File: config.mk
export PLATFORM = sky130hd
export DESIGN_NAME = fetch_pc_ctrl
export DESIGN_NICKNAME = d
export VERILOG_FILES = /design/src/rtl/fetch_pc_ctrl.sv
export SDC_FILE = /design/constraint.sdc
export NUM_CORES = 1
export LEC_CHECK = 0
export CORE_MARGIN = 10
export CORE_UTILIZATION = 40
export DETAILED_ROUTE_END_ITERATION = 8
export PLACE_DENSITY_LB_ADDON = 0.3
export SYNTH_ARGS = -nofsm -noshare
export SYNTH_HDL_FRONTEND = slang
export SYNTH_SLANG_ARGS = --single-unit
File: constraint.sdc
create_clock -name clk -period 4.7 [get_ports clk]
set_input_delay 0.94 -clock clk [delete_from_list [all_inputs] [get_ports clk]]
set_output_delay 0.94 -clock clk [all_outputs]
set_load 0.02 [all_outputs]
File: src/rtl/fetch_pc_ctrl.sv
// Fetch-stage PC sequencer and IF/ID pipeline register with a RUN/HALTED control FSM.
// Define PERF_CNT_EN to add saturating predicted-taken and mispredict counters.
module fetch_pc_ctrl (
  input  logic        clk,
  input  logic        rst,
  input  logic        stall,
  input  logic        halt,
  input  logic        predicted_taken,
  input  logic [15:0] predicted_target,
  input  logic        branch_mispredicted,
  input  logic        actual_taken,
  input  logic [15:0] actual_target,
  output logic [15:0] PC_curr,
  output logic        predictor_enable,
  output logic [15:0] IF_ID_PC_curr,
  output logic [15:0] IF_ID_PC_next,
  output logic [15:0] IF_ID_predicted_target,
  output logic        IF_ID_predicted_taken,
  output logic        IF_ID_valid
`ifdef PERF_CNT_EN
  ,
  output logic [15:0] pred_taken_cnt,
  output logic [15:0] mispredict_cnt
`endif
);

  typedef enum logic {StRun, StHalted} state_e;

  state_e      state_q, state_d;
  logic [15:0] pc_q, pc_d;
  logic [15:0] if_pc_q, if_pc_d;
  logic [15:0] if_next_q, if_next_d;
  logic [15:0] if_tgt_q, if_tgt_d;
  logic        if_taken_q, if_taken_d;
  logic        if_valid_q, if_valid_d;

  logic [15:0] pc_plus2;
  logic        in_run;
  logic        mispredict_act;
  logic        halt_act;
  logic        advance;

  // Redirect/halt only apply to a live IF/ID instruction; a flushed slot is ignored.
  always_comb begin
    pc_plus2       = pc_q + 16'd2;
    in_run         = (state_q == StRun);
    mispredict_act = in_run && if_valid_q && branch_mispredicted;
    halt_act       = in_run && if_valid_q && halt && !mispredict_act;
    advance        = in_run && !mispredict_act && !halt_act && !stall;
  end

  always_comb begin
    state_d    = state_q;
    pc_d       = pc_q;
    if_pc_d    = if_pc_q;
    if_next_d  = if_next_q;
    if_tgt_d   = if_tgt_q;
    if_taken_d = if_taken_q;
    if_valid_d = if_valid_q;

    if (mispredict_act) begin
      pc_d       = actual_taken ? actual_target : if_next_q;
      if_valid_d = 1'b0;
      if_taken_d = 1'b0;
    end else if (halt_act) begin
      if_valid_d = 1'b0;
      state_d    = StHalted;
    end else if (advance) begin
      pc_d       = predicted_taken ? predicted_target : pc_plus2;
      if_pc_d    = pc_q;
      if_next_d  = pc_plus2;
      if_tgt_d   = predicted_target;
      if_taken_d = predicted_taken;
      if_valid_d = 1'b1;
    end
  end

  // A mispredict must retrain the predictor even while ID is stalling or halting.
  always_comb begin
    predictor_enable = mispredict_act || (in_run && !stall && !halt);
  end

  always_ff @(posedge clk) begin
    if (rst) begin
      state_q    <= StRun;
      pc_q       <= 16'h0000;
      if_pc_q    <= 16'h0000;
      if_next_q  <= 16'h0000;
      if_tgt_q   <= 16'h0000;
      if_taken_q <= 1'b0;
      if_valid_q <= 1'b0;
    end else begin
      state_q    <= state_d;
      pc_q       <= pc_d;
      if_pc_q    <= if_pc_d;
      if_next_q  <= if_next_d;
      if_tgt_q   <= if_tgt_d;
      if_taken_q <= if_taken_d;
      if_valid_q <= if_valid_d;
    end
  end

  assign PC_curr                = pc_q;
  assign IF_ID_PC_curr          = if_pc_q;
  assign IF_ID_PC_next          = if_next_q;
  assign IF_ID_predicted_target = if_tgt_q;
  assign IF_ID_predicted_taken  = if_taken_q;
  assign IF_ID_valid            = if_valid_q;

`ifdef PERF_CNT_EN
  logic [15:0] pred_cnt_q, pred_cnt_d;
  logic [15:0] misp_cnt_q, misp_cnt_d;

  always_comb begin
    pred_cnt_d = pred_cnt_q;
    misp_cnt_d = misp_cnt_q;
    if (advance && predicted_taken && (pred_cnt_q != 16'hFFFF)) begin
      pred_cnt_d = pred_cnt_q + 16'd1;
    end
    if (mispredict_act && (misp_cnt_q != 16'hFFFF)) begin
      misp_cnt_d = misp_cnt_q + 16'd1;
    end
  end

  always_ff @(posedge clk) begin
    if (rst) begin
      pred_cnt_q <= 16'h0000;
      misp_cnt_q <= 16'h0000;
    end else begin
      pred_cnt_q <= pred_cnt_d;
      misp_cnt_q <= misp_cnt_d;
    end
  end

  assign pred_taken_cnt = pred_cnt_q;
  assign mispredict_cnt = misp_cnt_q;
`endif

endmodule

# --- After elaboration in Yosys (flattened, before gate mapping) ---
# Cells that the tools add are included.
totals:
  register_bits: 67
classes:
  addsub: 1
  eq_ne: 1
  muxes: 5
  n_bitwise: 3
  reduce_logical: 21
ops:
  columns: ["operator", "count"]
  rows:
  - ["2-to-1 mux 16 bit", 5]
  - ["adder 16 x 2 -> 16 bit (second input constant)", 1]
  - ["logical AND 1 bit", 9]
  - ["AND reduction 2 bit", 3]
  - ["logical NOT 1 bit", 4]
  - ["inverter 1 bit", 3]
  - ["AND reduction 3 bit", 1]
  - ["OR reduction 3 bit", 1]
  - ["!= test 2 bit (second input constant)", 1]
  - ["nonzero test 2 bit", 1]
  - ["OR reduction 2 bit", 1]
  - ["logical OR 1 bit", 1]

# --- Longest topological paths before layout ---
# Gate-level depths: netlist of the first run.
depth:
  depth_word: 11
  depth_mapped: 7
  ltp_nobuf: 6

# --- Worst setup path after synthesis of the first run ---
# OpenSTA, ideal clock, no wires.
synth_timing:
  path_kind: "input to output"
  from: "input branch_mispredicted"
  to: "output predictor_enable"
  arrival_ns: 1.614
  slack_ns: 2.146
  path_stages: 4
  path_buffers: 1
  path_cell_list: "nand2_1 or2_2 buf_2 o31ai_1"
synth_via:
  elab_chain_cells: 2
synth_rtl:
  columns: ["item", "line_no", "rtl"]
  rows:
  - ["start, declared", "10", "input logic branch_mispredicted,"]
  - ["logical AND 1 bit", "47", "mispredict_act = in_run && if_valid_q && branch_mispredicted;"]
  - ["logical OR 1 bit", "80", "predictor_enable = mispredict_act || (in_run && !stall && !halt);"]
  - ["end, declared", "14", "output logic predictor_enable,"]
# No other way between the ends.

# --- Worst setup path after layout of the first run ---
# Ends and elaborated chain as after synthesis.

==> flow_summary.yaml, run 1 <==
layout:
  drive_gt1_share_pct: 6.85
  diodes: 0
  fin_nets: 517
  final_cell_area_um2: 4320
  areaGrowthSynthToFinish_pct: 38.7
critical_path:
  crit_path_end_kind: "output pin"
  worstPathRequired_ns: 3.76
  cp_common_cell: "clkdlybuf4s50_1"
  worst-setup-path-type: "in2out"
  critPathBufInv: 2
  cp_cell_sequence: "clkdlybuf4s50_1 > nand2_1 > or2_2 > o31ai_1 > clkdlybuf4s50_1"
  critPathMaxStageDelay_ns: 0.66
  critPathMaxFanout: 20
  cp.arrival_ns: 2.84
  startpoint_type: "input port"
  critPathTopFamily: "buffers and inverters"
  slowest_stage: "clkdlybuf4s50_1"
floorplan:
  fp.dieH_um: 108
  design.core.area_um2: 7650
  dieArea_um2: 11700
  die_x_um: 108
  rows: 32
  initial_core_util_pct: 40.8
  ios: 106
power_and_ir_drop:
  power_leakage_uw: 0.00158
  ir_worst_vdd_mv: 0.239
  p_per_area_nw_per_um2: 335
yosys:
  postSynthAreaPerCell_um2: 7.99
  synth_top_area_cell: "dfxtp_1"
  synthCells: 390
  synth-edff-count: 0
  synthArstFlopShare_pct: 0
  yosysWarnings: 0
  synthFlopType: "dfxtp_1"
  ys_seq_area_share_pct: 42.4
  synth_cell_types: 46
  synthesis.area_um2: 3120
  syn_nets: 430
  synth_area_leaders: "dfxtp_1 42%, a21oi_1 10%, nand2_1 9.9%, nor2_1 4.7%, mux2i_1 4.5%"
  ys_ff_latch: 66
  synth_top_area_share_pct: 42.4
job:
  drv_cap: 0
timing:
  fin_crit_sh_pct: 80.3
  rsz0062_at_grt: "false"
  clock_skew_ns: 0.00572
  final-hold-violation-count: 0
  worst_pin_slew_ns: 1.11
  maxSlewViolCount: 0
  fin_setup_tns_ns: 0
  finalCriticalPeriod_ns: 3.78
  fmax_ghz: 0.265
  relSlewSlack_pct: 25.7
  setup_viol: 0
global_route:
  grt_util_all_layers_pct: 16.0
  grt_pass1_wl_mm: 15.1
  grt_max_degree: 58
  antenna_found_initial: 0
  gr-total-overflow: 0
  grt_pass1_vias: 3047
placement:
  placement.io_buffers: 105
  dp.final_hpwl_mm: 6.63
  gp_congestion: 0.819
  dpl_cell_area_um2: 4120
clock_network:
  cts.path.max_buffers: 2
  cts_tree: "yes"
  cts.sinks: 66
  htree_levels: 3
  insertion_delay_ns: 0.34
  cts_made_buffers: 9
  cts_resized: 0
  ctsHoldBuffers: 0
  postCtsSetupRepairBufs: 0
  cts-root-buf: "clkbuf_8"
  clk_pin_slew_ns: 0.07
routing:
  ant_nets: 0
  num_vias: 2960
  wl_per_cell_um: 16.1
  firstDrtPassIters: 4
  drc: 0
  routed_via_density: 5.07
  routed_wl_mm: 9.41
  initialDrtViolationCount: 95
min_path:
  hp-class: "reg2reg"
run_status:
  outcome: "complete, no violations"
## path summary, 6_finish.rpt
kind	startpoint	slack [ns]	to	cells past startpoint
setup / recovery	branch_mispredicted	0.92	predictor_enable	5
hold / removal	IF_ID_predicted_target[2]	0.45	IF_ID_predicted_target[2]	2
setup reg to reg	state_q	2.68	IF_ID_PC_next[1]	5
hold reg to reg	IF_ID_predicted_target[2]	0.45	IF_ID_predicted_target[2]	2
## worst register-to-register path: stages (launching register included)
cell and delay [ns]:
dfxtp_1 0.39, nor2_1 0.23, and2_2 0.91, nand2_1 0.20, o21ai_0 0.12, nor2_1 0.06
## power breakdown
part / internal (uW) / total [uW] / switching, uW
sequential: 598 / 641 / 42.2
combinational: 145 / 319 / 173
clock: 259 / 488 / 229
total: 1000 / 1450 / 444
## layer usage
metal  GRT usage, %  wire, um  vias up
met5              0         0        -
met4           6.31       118        0
met3           5.83       683        9
met2           27.8      4600       76
met1           17.4      4010     1382
li1               -         -     1493
## cell families after synthesis
family	after synthesis	synth area share [%]
fa+ha+maj	1	0.401
flops	66	42.4
xor+xnor	13	3.65
mux	14	4.49
simple gates	158	23.6
compound gates	99	18.5
buf+inv	39	6.94
## through the flow
stage,util (%),cells,hold WS (ns),setup WS (ns),total power [uW]
CTS,56.5,584,0.457,0.931,1460
global placement,53.9,568,0.442,0.984,969
detailed placement,53.9,568,0.446,0.932,975
global route,56.5,584,0.480,0.849,1520
floorplan,-,390,0.445,2.15,832
finish,56.5,584,0.454,0.924,1450
## cell usage in the layout, fill, tap and decap left out, drive strengths merged, types with 2 or more instances in the layout
cell           netlist  routed
clkdlybuf4s50        0     104
nand2               82      82
dfxtp               66      66
a21oi               62      62
nor2                40      40
mux2i               14      14
a211oi              13      13
o21ai               12      12
clkbuf               7      10
inv                  9       9
nor3                 9       9
nand3                8       8
xnor2                7       7
xor2                 6       6
nand2b               4       4
o211ai               4       4
nor2b                3       3
clkinvlp             0       3
and3                 3       3
or2                  2       2
a221oi               2       2
nand4                2       2
clkinv               0       2
buf                 21       2
## cell usage after synthesis, drive strengths merged (6+ instances only)
library cell	number
a211oi	13
a21oi	62
buf	21
clkbuf	7
dfxtp	66
inv	9
mux2i	14
nand2	82
nand3	8
nor2	40
nor3	9
o21ai	12
xnor2	7
xor2	6
## state kept, by name, indices dropped and copies added (netlist names)
name	cells
IF_ID_predicted_taken	1
IF_ID_predicted_target	16
PC_curr	16
IF_ID_PC_curr	16
IF_ID_PC_next	15
IF_ID_valid	1
state_q	1
## layout make-up
class	count	area (um^2)
Clock buffer	10	138
Clock inverter	6	66.3
Fill cell	715	3320
Inverter	9	33.8
Multi-Input combinational cell	285	1580
Sequential cell	66	1320
Tap cell	102	128
Timing Repair Buffer	106	1050
(Power assumes the default switching activity.)
==> run 2, diff against run 1 <==
==> constraint.sdc (replaced) <==
create_clock -name clk -period 3.8 [get_ports clk]
set_input_delay 0.76 -clock clk [delete_from_list [all_inputs] [get_ports clk]]
set_output_delay 0.76 -clock clk [all_outputs]
set_load 0.02 [all_outputs]
==> run 2 against run 1 <==
Count of clock-buffer cells in the layout is 1 higher. Critical endpoint unchanged. Total power rose by 28%. Cell count increased by 1.0%.
==> flow_summary.yaml, run 2 (synthesis results as in run 1) <==
clock_network:
  cts-root-buf: "clkbuf_8"
  postCtsSetupRepairBufs: 0
  insertion_delay_ns: 0.34
  htree_levels: 3
  ctsHoldBuffers: 0
  cts_made_buffers: 9
  cts_tree: "yes"
  cts.sinks: 66
  cts_resized: 0
  cts.path.max_buffers: 2
  clk_pin_slew_ns: 0.07
timing:
  maxSlewViolCount: 0
  fmax_ghz: 0.319
  fin_setup_tns_ns: 0
  relSlewSlack_pct: 42.6
  setup_viol: 0
  fin_crit_sh_pct: 82.5
  clock_skew_ns: 0.00922
  rsz0062_at_grt: "false"
  final-hold-violation-count: 0
  hold_ws_ns: 0.455
  worst_pin_slew_ns: 0.861
  finalCriticalPeriod_ns: 3.13
global_route:
  antenna_found_initial: 0
  grt_util_all_layers_pct: 16.1
  grt_pass1_vias: 3051
  gr-total-overflow: 0
  grt_max_degree: 48
  grt_pass1_wl_mm: 15.3
routing:
  wl_per_cell_um: 16.0
  routed_wl_mm: 9.43
  ant_nets: 0
  firstDrtPassIters: 4
  initialDrtViolationCount: 121
  num_vias: 3059
  routed_via_density: 5.18
  drc: 0
critical_path:
  r2r-start: "PC_curr[2]"
  startpoint_type: "input port"
  startpoint: "branch_mispredicted"
  cp.arrival_ns: 2.37
  worst-setup-path-type: "in2out"
  worstPathRequired_ns: 3.04
  r2r_slack_ns: 1.89
  reg2reg_depth: 6
  crit_path_end_kind: "output pin"
  timing.rr.end: "PC_curr[15]"
  cp-endpoint: "predictor_enable"
  critPathMaxFanout: 4
placement:
  gp_congestion: 0.837
  dp.final_hpwl_mm: 6.82
  dpl_cell_area_um2: 4170
  dp.cells: 574
  placement.io_buffers: 105
min_path:
  hp-class: "reg2reg"
  holdPathStages: 2
floorplan:
  initial_core_util_pct: 40.8
  die_x_um: 108
  rows: 32
  design.core.area_um2: 7650
  dieArea_um2: 11700
  fp.dieH_um: 108
  ios: 106
layout:
  final-instance-count-excl-fill: 590
  drive_gt1_share_pct: 7.79
  layout_commonest_cell: "clkdlybuf4s50_1"
  areaGrowthSynthToFinish_pct: 40.6
  fin_nets: 523
  layout_common_cells: "104 x clkdlybuf4s50_1, 81 x nand2_1, 66 x dfxtp_1"
  final_cell_area_um2: 4380
  final.fill_count: 734
  diodes: 0
run_status:
  outcome: "complete, no violations"
power_and_ir_drop:
  p_per_area_nw_per_um2: 422
  ir_worst_vdd_mv: 0.252
  p_comb_share_pct: 21.6
  pwr-share-seq_pct: 42.9
  p_int_uw: 1310
  power.net_switching_uw: 539
  pwr-share-clk_pct: 35.5
  power_leakage_uw: 0.00162
  netSwitchingFraction_pct: 29.2
job:
  drv_cap: 0
-- run 2: changes by cell type in the layout (fill, tap and decap cells not counted) --
cell / before / now
clkbuf_1: 0 / 1
clkinv_4: 1 / 0
clkinv_2: 1 / 2
bufinv_16: 1 / 2
buf_4: 1 / 7
clkinvlp_4: 3 / 1
-- run 2: final cells by class --
type	instances	area, um^2	share of cell area, %
clock buffers	11	141	3.22
repair buffers	112	1100	25.1
clock inverters	5	77.6	1.77
multi-input cells	285	1580	36.1
flip-flops and latches	66	1320	30.1
well taps	102	128	2.91
inverters	9	33.8	0.771
-- run 2: stage by stage --
step	setup WS [ns]	utilization (%)	total power, uW
global placement	0.688	54.5	1200
floorplan	1.61	-	1030
CTS	0.653	57.3	1870
finish	0.667	57.3	1850
detailed placement	0.656	54.5	1210
global route	0.601	57.3	1950
-- run 2: critical path: stages --
cell,delay (ns)
clkdlybuf4s50_1,0.52
nand2_1,0.08
or2_2,0.29
o31ai_1,0.07
clkdlybuf4s50_1,0.65
-- run 2: worst min path at each step --
stage	from	end	slack [ns]
floorplan	PC_curr[0]	IF_ID_PC_curr[0]	0.45
global placement	IF_ID_predicted_target[2]	IF_ID_predicted_target[2]	0.44
detailed placement	IF_ID_PC_curr[3]	IF_ID_PC_curr[3]	0.45
CTS	IF_ID_PC_curr[3]	IF_ID_PC_curr[3]	0.46
global route	IF_ID_predicted_target[3]	IF_ID_predicted_target[3]	0.47
finish	IF_ID_predicted_target[2]	IF_ID_predicted_target[2]	0.45
-- run 2: routing by layer --
| metal | vias to the layer above | global-route usage (%) | share of wire [%] | wire length (um) |
|---|---|---|---|---|
| met5 | - | 0 | 0 | 0 |
| li1 | 1504 | - | - | - |
| met1 | 1461 | 18.5 | 42 | 3930 |
| met2 | 88 | 27.3 | 49 | 4660 |
| met3 | 6 | 6.37 | 8.5 | 799 |
| met4 | 0 | 4.61 | 0.49 | 46 |
-- run 2: power by group through the flow --
stage | combinational [uW] | clock [uW] | sequential (uW)
detailed placement | 401 | 0 | 809
global placement | 398 | 0 | 807
CTS | 404 | 672 | 793
global route | 436 | 711 | 801
finish | 399 | 657 | 793
floorplan | 174 | 0 | 854
